$ cat src/rtl/cc_tag_fill_writer.sv
// Cache-line refill engine: fetches a line over the memory read channel, streams beats into
// the data SRAM, then writes {valid, tag} into the tag SRAM. CC_FILL_INVALIDATE_EN adds an invalidate port.
module cc_tag_fill_writer #(
   parameter int DATA_W = 64,
   parameter int BEATS  = 8
) (
   input  logic                     clk,
   input  logic                     rst,
   input  logic                     miss_i,
   input  logic [16:0]              tag_i,
   input  logic [8:0]               index_i,
   output logic                     busy_o,
   output logic [31:0]              mem_araddr_o,
   output logic                     mem_arvalid_o,
   input  logic                     mem_arready_i,
   input  logic [DATA_W-1:0]        mem_rdata_i,
   input  logic                     mem_rvalid_i,
   input  logic                     mem_rlast_i,
   output logic                     mem_rready_o,
   output logic                     data_wren_o,
   output logic [8:0]               data_windex_o,
   output logic [$clog2(BEATS)-1:0] data_wbeat_o,
   output logic [DATA_W-1:0]        data_wdata_o,
   output logic                     tag_wren_o,
   output logic [8:0]               tag_windex_o,
   output logic [17:0]              tag_wdata_o,
   output logic                     fill_done_o,
   output logic                     rlast_err_o
`ifdef CC_FILL_INVALIDATE_EN
   ,
   input  logic                     inv_valid_i,
   input  logic [8:0]               inv_index_i,
   output logic                     inv_ready_o
`endif
);
   localparam int BW = $clog2(BEATS);
   localparam logic [BW-1:0] LAST_BEAT = BW'(BEATS - 1);

   typedef enum logic [2:0] {S_IDLE, S_REQ, S_DATA, S_TAG, S_INV} state_t;

   state_t          r_state, w_next;
   logic [16:0]     r_tag;
   logic [8:0]      r_index;
   logic [BW-1:0]   r_beat;
   logic            r_err;
   logic            w_beat_acc;
   logic            w_last_beat;
`ifdef CC_FILL_INVALIDATE_EN
   logic [8:0]      r_inv_index;
   logic            w_inv_acc;

   assign inv_ready_o = (r_state == S_IDLE) && !miss_i;
   assign w_inv_acc   = inv_ready_o && inv_valid_i;
`endif

   assign w_beat_acc  = (r_state == S_DATA) && mem_rvalid_i;
   assign w_last_beat = (r_beat == LAST_BEAT);

   always_comb begin
      w_next = r_state;
      case (r_state)
         S_IDLE: begin
            if (miss_i) w_next = S_REQ;
`ifdef CC_FILL_INVALIDATE_EN
            else if (inv_valid_i) w_next = S_INV;
`endif
         end
         S_REQ:  if (mem_arready_i) w_next = S_DATA;
         // beat count alone ends the burst, whatever rlast says
         S_DATA: if (w_beat_acc && w_last_beat) w_next = S_TAG;
         S_TAG:  w_next = S_IDLE;
         S_INV:  w_next = S_IDLE;
         default: w_next = S_IDLE;
      endcase
   end

   always_ff @(posedge clk) begin
      if (rst) begin
         r_state <= S_IDLE;
         r_tag   <= '0;
         r_index <= '0;
         r_beat  <= '0;
         r_err   <= 1'b0;
`ifdef CC_FILL_INVALIDATE_EN
         r_inv_index <= '0;
`endif
      end else begin
         r_state <= w_next;
         if (r_state == S_IDLE && miss_i) begin
            r_tag   <= tag_i;
            r_index <= index_i;
            r_beat  <= '0;
         end
         if (w_beat_acc) begin
            r_beat <= w_last_beat ? '0 : r_beat + BW'(1);
            if (mem_rlast_i != w_last_beat) r_err <= 1'b1;
         end
`ifdef CC_FILL_INVALIDATE_EN
         if (w_inv_acc) r_inv_index <= inv_index_i;
`endif
      end
   end

   assign busy_o        = (r_state != S_IDLE);
   assign mem_araddr_o  = {r_tag, r_index, 6'b0};
   assign mem_arvalid_o = (r_state == S_REQ);
   assign mem_rready_o  = (r_state == S_DATA);
   assign data_wren_o   = w_beat_acc;
   assign data_windex_o = w_beat_acc ? r_index : '0;
   assign data_wbeat_o  = w_beat_acc ? r_beat : '0;
   assign data_wdata_o  = w_beat_acc ? mem_rdata_i : '0;
   assign fill_done_o   = (r_state == S_TAG);
   assign rlast_err_o   = r_err;

   always_comb begin
      tag_wren_o   = 1'b0;
      tag_windex_o = '0;
      tag_wdata_o  = '0;
      if (r_state == S_TAG) begin
         tag_wren_o   = 1'b1;
         tag_windex_o = r_index;
         tag_wdata_o  = {1'b1, r_tag};
      end
`ifdef CC_FILL_INVALIDATE_EN
      else if (r_state == S_INV) begin
         tag_wren_o   = 1'b1;
         tag_windex_o = r_inv_index;
      end
`endif
   end
endmodule

$ cat config.mk
export PLATFORM = sky130hd
export DESIGN_NAME = cc_tag_fill_writer
export DESIGN_NICKNAME = d
export VERILOG_FILES = /design/src/rtl/cc_tag_fill_writer.sv
export SDC_FILE = /design/constraint.sdc
export NUM_CORES = 1
export LEC_CHECK = 0
export ABC_AREA = 1
export CORE_AREA = 3 3 92 94
export CTS_BUF_LIST = sky130_fd_sc_hd__clkbuf_8 sky130_fd_sc_hd__clkbuf_16
export DETAILED_ROUTE_END_ITERATION = 8
export DIE_AREA = 0 0 95 97
export PLACE_DENSITY = 0.86
export SETUP_SLACK_MARGIN = 0.3
export SYNTH_ARGS = -nofsm -noshare
export SYNTH_HDL_FRONTEND = slang
export SYNTH_SLANG_ARGS = --single-unit
$ cat constraint.sdc
create_clock -name clk -period 2.3 [get_ports clk]
set_input_delay 0.23 -clock clk [delete_from_list [all_inputs] [get_ports clk]]
set_output_delay 0.23 -clock clk [all_outputs]
set_load 0.005 [all_outputs]
* Word level (Yosys, flattened, before mapping)
Cells that the tools add are included.
Cells by class: add/subtract/negate cells 1, equal/unequal tests 8, mux-type cells 13, reductions and logical operators 8
Operator list (count):
- two-way mux 64 bit | 1
- two-way mux 3 bit | 7
- two-way mux 18 bit | 1
- two-way mux 9 bit | 2
- one-hot mux 3 bit (3 select lines) | 1
- equality test 3 x 2 -> 1 bit, second input constant | 2
- != test 2 x 1 -> 1 bit, second input constant | 2
- adder 3 x 1 -> 3 bit, second input constant | 1
- equality test 3 x 1 -> 1 bit, second input constant | 1
- equality test 3 bit, second input constant | 1
- logical AND 1 bit | 3
- logical NOT 3 bit | 1
- AND reduction 3 bit | 1
- nonzero test 3 bit | 1
- != test 2 bit, second input constant | 1
- AND reduction 2 bit | 1
- nonzero test 2 bit | 1
- two-way mux 1 bit | 1
- != test 1 bit | 1
Storage, ports and cells: flip-flop bits (word level) 33, input port bits 96, output and inout port bits 142, logic and storage cells 35

* Longest topological paths before layout
Gate-level depths: netlist of run 1.
depth in word-level cells 5, mapped depth 8, gate-level depth less buffers 8

* Worst setup path before layout of run 1
No wires, ideal clock.
path type reg2out, from reg r_state[0], to out data_wdata_o[53], arrival time 1.131 ns, data required time 2.070 ns, slack 0.939 ns, cell stages (with the launch flop) 7, path buffers 2, cell sequence dfxtp_1 > inv_1 > ha_1 > nand2_2 > buf_4 > buf_6 > nor2_1
On the way: longest elaborated chain between the ends 3
RTL lines:
- start: declaration | RTL line 41 | state_t r_state, w_next;
- start signal: assignment | RTL line 88 | r_state <= w_next;
- equality test 3 x 2 -> 1 bit
- net mem_rready_o | RTL line 19 | output logic mem_rready_o,
- logical AND 1 bit | RTL line 56 | assign w_beat_acc = (r_state == S_DATA) && mem_rvalid_i;
- two-way mux 64 bit | RTL line 111 | assign data_wdata_o = w_beat_acc ? mem_rdata_i : '0;
- end: declaration | RTL line 23 | output logic [DATA_W-1:0] data_wdata_o,
The timed path passes the listed nets, and every way through them passes these cells.

* Worst setup path in the final report of run 1
from reg r_state[0], to out data_wdata_o[47]
On the way: longest elaborated chain between the ends 3
RTL lines (RTL line):
- equality test 3 x 2 -> 1 bit | 56
- logical AND 1 bit | 56
- two-way mux 64 bit | 111
No other way between the ends.

==> results by group, run 1 <==
Pwr
  – Seq pwr share: 0.276
  – Comb power frac: 0.575
  – Sw frac: 0.3648
  – Leakage: between 3 and 4 nW
  – Clock power share: 0.149
  – Switching power: between 1 and 1.5 mW
  – Pint: between 1.5 and 2 mW
  – Design Power: approximately 3 mW
  – Peak supply drop: 0.5749 mV
  – P per Cell Area: slightly above 600 mW/mm^2

Timing
  – Layout Skew: slightly above 0.008 ns
  – Final Max Tran Viols: 0
  – RSZ-0062 raised after global routing: yes
  – Setup Viol. Count Final: 0
  – Final Hold Vio Count: 0
  – Final hold slack: slightly below 0.5 ns
  – Setup TNS Final: 0 ns
  – Crit path time final: 1.981 ns
  – Final worst path period share: 0.8614
  – Fmax: 504.8 MHz

Floorplanning
  – Boundary Pins: roughly 240
  – Core Area: ~0.0077 sq mm
  – Die area: roughly 0.0092 sq mm
  – Die width: between 90 and 100 um
  – Initial Util: 0.2774
  – Rows: 32
  – Vert. Die Dim: around 97 um

Setup path
  – Levels on crit path: 6
  – Crit-path leading delay family: buffers and inverters
  – CP endpoint kind: output port
  – R2r setup slk: approximately 0.55 ns
  – Worst path bufs/invs: 3
  – FF-to-FF path depth: 7
  – Slowest cell on crit path: clkdlybuf4s50_1
  – Setup crit end: data_wdata_o[47]
  – CP Cell Sequence: inv_2 > ha_4 > nand2_8 > buf_12 > nor2_1 > clkdlybuf4s50_1
  – End of the worst register-to-register path: r_beat[2]
  – Worst path required time: about 2.1 ns
  – FF-to-FF Start: r_state[0]
  – CP startpoint: r_state[0]
  – Critical Path Start Type: flop
  – Arrival @ worst endpoint: approximately 1.8 ns
  – Max incr delay on CP: between 0.5 and 0.6 ns
  – Type of the worst setup path: flop to output port
  – Worst Path Max Fanout: 23

Routing
  – DR pass1 iterations: 6
  – Via count: just under 3000
  – Vias per std cell: 4.106
  – Final ANT Viol Nets: 0
  – Routed length per instance: roughly 13 um
  – DRC Markers: 0
  – Final WL: roughly 9.3 mm
  – 1st-iter DRT viols: between 60 and 70

Synthesis
  – Yosys warns: 0
  – Synth area leader: dfxtp_1
  – Synthesized flop and latch total: 32
  – Cell area after synthesis: 0.002143 sq mm
  – Main flop type after synthesis: dfxtp_1
  – Seq/Total Area, Yosys: 0.2989
  – Async SR Flop Fraction: 0
  – Synth cell count leaders: nor2_1, inv_1, nand2_1
  – Avg Cell Area, Syn: 5.655 sq um
  – Synth top area share: 0.2989
  – Ranking of synthesized cells by area: dfxtp_1, nor2_1, inv_1
  – Post-synthesis cell type count: 17
  – Count leader, synth: nor2_1
  – Cell count after synthesis: roughly 380
  – EDFF count, synth: 0

CTS
  – Worst-Skew Late Latency: 0.28 ns
  – Clock Sink Count: 32
  – Clk pin slew, worst setup/hold paths: 0.07 ns
  – CTS tree: yes
  – H-tree levels: 2
  – Post-CTS Hold Buffers: 0
  – Clock buffer depth: 2
  – CTS buffer count: 5
  – Root Driver: clkbuf_8

Placed design
  – Number of buffers added on ports: about 230
  – RD Place Congestion: around 0.8
  – Placed inst area: ~0.0045 sq mm
  – DP HPWL: about 7.3 mm

Global routing
  – Initial antenna violation count: 0
  – Grt ovf: 0
  – Largest net degree at the start of global routing: 26
  – Global-route wire length before repair: between 10 and 15 mm
  – Total track usage: 0.1851
  – Vias in the first global route: roughly 2700

Finish
  – Layout cells sized above 1: 0.04283
  – Area Overhead vs Synth: 123.2%
  – Final Net Count: a little over 700
  – Post-route cell area: between 0.004 and 0.005 sq mm
  – ANT cells: 0

Run
  – Max-cap violation count: 0

Hold path
  – HP Class: flop to flop

Outcome
  – Status: complete, no violations
## cell type report
| cell class | instances | area (sq um) |
|---|---|---|
| Fill cell | 663 | 2943 |
| Timing Repair Buffer | 242 | 2562 |
| Multi-Input combinational cell | 215 | 944.7 |
| Sequential cell | 32 | 643.1 |
| Inverter | 110 | 412.9 |
| Tap cell | 102 | 127.6 |
| Clock buffer | 6 | 82.58 |
| Clock inverter | 2 | 11.26 |
## per-stage QoR
step                        util  setup WS (ns)  instances
after floorplan                -         0.9394        384
after global placement    0.5777         0.3299        697
after detailed placement  0.5777         0.2652        697
after CTS                 0.6010         0.2660        708
after global routing      0.6192         0.2086        709
final                     0.6192         0.3189        709
## placed cells by master, fill, tap and decap left out, types with 5 or more instances in the layout
master / instances
buf_4: 5
o21ai_0: 16
a21oi_1: 13
inv_1: 108
dfxtp_1: 30
clkdlybuf4s50_1: 173
dlygate4sd2_1: 10
nand2_1: 37
conb_1: 6
ha_1: 5
o21ai_1: 11
nor2_1: 121
clkbuf_8: 6
dlymetal6s2s_1: 48
## power groups by stage
stage,logic [mW],registers [mW],clock network [mW]
after floorplan,0.731,0.811,0
after global placement,1.58,0.815,0
after detailed placement,1.62,0.826,0
after CTS,1.73,0.821,0.471
after global routing,1.89,0.846,0.498
final,1.71,0.823,0.445
## worst reg2reg max path: cells and delay by family (launching register included)
| kind | cells | cell delay (ns) |
|---|---|---|
| compound gates | 1 | 0.13 |
| fa+ha+maj | 1 | 0.25 |
| buf+inv | 3 | 0.49 |
| flops | 1 | 0.36 |
| simple gates | 2 | 0.47 |
## per-layer routing
layer,part of all wire,GRT usage
met3,0.099,0.05910
met4,0.013,0.03996
met2,0.52,0.3454
met5,0,0
met1,0.37,0.1985
## flip-flops by register name, indices dropped and copies added (netlist names)
name / flops
r_beat: 3
r_index: 9
r_state: 2
r_tag: 17
rlast_err_o: 1
## cell families (layout without fill, tap and decap cells)
kind of cell,after synthesis,count (layout),synth area share
AOI/OAI and AO/OA,40,40,0.09340
adders and majority gates,6,6,0.03503
buffers and inverters,137,360,0.2814
DFF,32,32,0.2989
other,1,6,0.001750
and+or+nand+nor,163,163,0.2895
## worst min-delay path by stage
stage	depth (start not counted)	to	from	slack, ns
floorplan	1	r_beat[1]	rst	0.30
finish	2	rlast_err_o	rlast_err_o	0.49
CTS	2	rlast_err_o	rlast_err_o	0.49
global route	2	r_index[1]	r_index[1]	0.52
detailed placement	2	rlast_err_o	rlast_err_o	0.48
global placement	2	rlast_err_o	rlast_err_o	0.45
## repair_timing
| action | 4_1_cts | 5_1_grt |
|---|---|---|
| resized for setup | 25 | 52 |
| buffers inserted | 2 | 1 |
| cloned | 1 | 0 |
| endpoints found under the setup margin | 76 | 91 |
Note: power is estimated with default switching activity, not from simulation.
==> run 2: changes to the inputs <==
--- a/config.mk
+++ b/config.mk
@@ -6,6 +6,7 @@
 export NUM_CORES = 1
 export LEC_CHECK = 0
 export ABC_AREA = 1
+export ABC_CLOCK_PERIOD_IN_PS = 2300
 export CORE_AREA = 3 3 92 94
 export CTS_BUF_LIST = sky130_fd_sc_hd__clkbuf_8 sky130_fd_sc_hd__clkbuf_16
 export DETAILED_ROUTE_END_ITERATION = 8
==> results of run 2 <==
No change in the layout: final DEF, timing and power equal those of run 1.
==> run 3: changes to the inputs <==
--- a/config.mk
+++ b/config.mk
@@ -6,12 +6,12 @@
 export NUM_CORES = 1
 export LEC_CHECK = 0
 export ABC_AREA = 1
-export ABC_CLOCK_PERIOD_IN_PS = 2300
-export CORE_AREA = 3 3 92 94
+export ABC_CLOCK_PERIOD_IN_PS = 1900
+export CORE_MARGIN = 3
+export CORE_UTILIZATION = 28
 export CTS_BUF_LIST = sky130_fd_sc_hd__clkbuf_8 sky130_fd_sc_hd__clkbuf_16
 export DETAILED_ROUTE_END_ITERATION = 8
-export DIE_AREA = 0 0 95 97
-export PLACE_DENSITY = 0.86
+export PLACE_DENSITY = 0.87
 export SETUP_SLACK_MARGIN = 0.3
 export SYNTH_ARGS = -nofsm -noshare
 export SYNTH_HDL_FRONTEND = slang
==> constraint.sdc (replaced) <==
create_clock -name clk -period 1.9 [get_ports clk]
set_input_delay 0.19 -clock clk [delete_from_list [all_inputs] [get_ports clk]]
set_output_delay 0.19 -clock clk [all_outputs]
set_load 0.005 [all_outputs]
==> run 3 against run 2 <==
Register-to-register slack worse by 0.29 ns. Via count grew 12%. Cell count increased by 5.8%. Total power grew 50%. Count of clock-buffer cells in the layout rose by 1. Clock skew shrank 0.0057 ns.
==> results by group, run 3 (synthesis results as in run 1) <==
Outcome
  – Status: complete, no violations

Finish
  – Max FFs per register: 17
  – Area Overhead vs Synth: 151.0%
  – Final Net Count: ~750
  – Register Area: roughly 650 sq um
  – Top reg by flops: r_tag
  – Fillers: ~530
  – Most common cell after layout, fill and taps aside: clkdlybuf4s50_1
  – Layout cells sized above 1: 0.3333
  – ANT cells: 0
  – Non-Filler Instances: between 700 and 800
  – Most frequent cells in the layout: clkdlybuf4s50_1, inv_1, nor2_1
  – Multi-input logic area: ~0.0014 sq mm
  – Top Registers: r_tag (17), r_index (9), r_beat (3)
  – Post-route cell area: approximately 0.0054 sq mm

Timing
  – Layout Skew: roughly 0.0025 ns
  – Final hold slack: around 0.5 ns
  – Setup Viol. Count Final: 0
  – Final WS setup: roughly 0.059 ns
  – Final worst path period share: 0.9689
  – Final Max Tran Viols: 0
  – Crit path time final: about 1.8 ns
  – Fmax: 543.2 MHz
  – Final Hold Vio Count: 0
  – RSZ-0062 raised after global routing: yes

Pwr
  – Design Power: ~4.5 mW
  – Peak supply drop: between 0.4 and 0.5 mV
  – Comb power frac: 0.643
  – Clock power share: 0.128
  – Seq pwr share: 0.229
  – P per Cell Area: 831.3 mW/mm^2
  – Leakage: 3.003 nW
  – Pint: between 2 and 3 mW
  – Switching power: ~1.7 mW
  – Sw frac: 0.3836

Placed design
  – Number of buffers added on ports: 231
  – DP Cell Count: ~700
  – RD Place Congestion: 0.8559
  – Placed inst area: roughly 0.0045 sq mm
  – Setup WS pre-CTS: -0.003136 ns
  – DP HPWL: around 7.7 mm

Floorplanning
  – Initial Util: 0.2924
  – Vert. Die Dim: between 90 and 100 um
  – Boundary Pins: between 200 and 250
  – Die area: 0.008740 sq mm
  – Die width: 93.49 um
  – Rows: 31
  – Core Area: around 0.0073 sq mm

Global routing
  – Global-route wire length before repair: 15.08 mm
  – Total track usage: 0.2212
  – Grt ovf: 0
  – Initial antenna violation count: 0
  – Largest net degree at the start of global routing: 31
  – Vias in the first global route: approximately 3000

CTS
  – H-tree levels: 2
  – Root Driver: clkbuf_8
  – CTS tree: yes
  – Post-CTS Hold Buffers: 0
  – Clock Sink Count: 32
  – Clk pin slew, worst setup/hold paths: ~0.07 ns
  – Clock buffer depth: 2
  – Worst-Skew Late Latency: between 0.2 and 0.3 ns
  – CTS buffer count: 5

Setup path
  – Setup crit end: data_wdata_o[2]
  – CP Cell Sequence: inv_4 > ha_4 > nand2_4 > buf_6 > buf_8 > buf_16 > buf_12 > nor2_4 > buf_2
  – CP startpoint: r_state[0]
  – FF-to-FF Start: r_state[0]
  – Slowest cell on crit path: dfxtp_4
  – R2r setup slk: between 0.2 and 0.3 ns
  – CP endpoint kind: output port
  – Worst Path Max Fanout: 4
  – Max incr delay on CP: about 0.37 ns
  – End of the worst register-to-register path: rlast_err_o
  – Worst path required time: ~1.7 ns
  – FF-to-FF path depth: 11
  – Critical Path Start Type: flop
  – Arrival @ worst endpoint: roughly 1.7 ns
  – Type of the worst setup path: flop to output port

Run
  – Max-cap violation count: 0

Routing
  – Final ANT Viol Nets: 0
  – DRC Markers: 0
  – DR pass1 iterations: 4
  – Via count: between 3000 and 4000
  – Final WL: roughly 12 mm
  – Vias per std cell: roughly 4.4
  – Routed length per instance: between 15 and 20 um
  – 1st-iter DRT viols: 77

Hold path
  – Hold path cells: 2
  – HP Class: flop to flop
==> run 3: cell count changes in the layout (fill, tap and decap cells not counted), sizes merged <==
cell           change
nand2              +1
clkdlybuf4s50     -36
dlymetal6s2s      -36
dlygate4sd2        -6
clkdlybuf4s15      +1
clkbuf            +14
inv                -1
buf              +108
clkinvlp           -1
==> run 3: worst min-delay path by stage <==
stage,from,end,slack [ns]
2_1_floorplan,rst,r_beat[1],0.26
3_3_place_gp,rlast_err_o,rlast_err_o,0.46
3_5_place_dp,rlast_err_o,rlast_err_o,0.47
4_1_cts,rlast_err_o,rlast_err_o,0.48
5_1_grt,rlast_err_o,rlast_err_o,0.53
6_report,r_index[5],r_index[5],0.50
==> run 3: area by class of cell <==
type,instances,area share
sequential,32,0.1205
clock buffer,7,0.01791
multi-input combinational,216,0.2540
tap,99,0.02303
timing repair buffer,286,0.5069
inverter,110,0.07769
==> run 3: metrics by stage <==
| step | util | setup TNS, ns |
|---|---|---|
| CTS | 0.6730 | 0 |
| finish | 0.7337 | 0 |
| detailed placement | 0.6160 | -0.003136 |
| global placement | 0.6160 | 0 |
| floorplan | - | 0 |
| global route | 0.7337 | 0 |
==> run 3: critical path: cells and delay by family (launching register included) <==
family / cells / cell delay (ns)
flops: 1 / 0.37
fa+ha+maj: 1 / 0.18
buf+inv: 6 / 0.67
simple gates: 2 / 0.15
==> run 3: power by group through the flow <==
stage | Combinational (mW) | Sequential (mW) | Clock (mW)
2_1_floorplan | 0.885 | 0.982 | 0
3_3_place_gp | 1.98 | 0.987 | 0
3_5_place_dp | 2.03 | 1.00 | 0
4_1_cts | 2.36 | 1.01 | 0.580
5_1_grt | 3.08 | 1.05 | 0.615
6_report | 2.87 | 1.02 | 0.572
==> run 3: per-layer routing <==
| metal | wire, um | vias up | GRT usage |
|---|---|---|---|
| li1 | - | 1594 | - |
| met1 | 4326 | 1486 | 0.2334 |
| met2 | 6226 | 160 | 0.4181 |
| met3 | 893 | 30 | 0.05471 |
| met4 | 354 | 0 | 0.08181 |
| met5 | 0 | - | 0 |
==> run 3: timing repair <==
action | 4_1_cts | 5_1_grt
pin swaps | 6 | 14
endpoints found under the setup margin | 109 | 126
gates resized for setup | 278 | 208
cloned | 5 | 4
setup buffers | 18 | 18
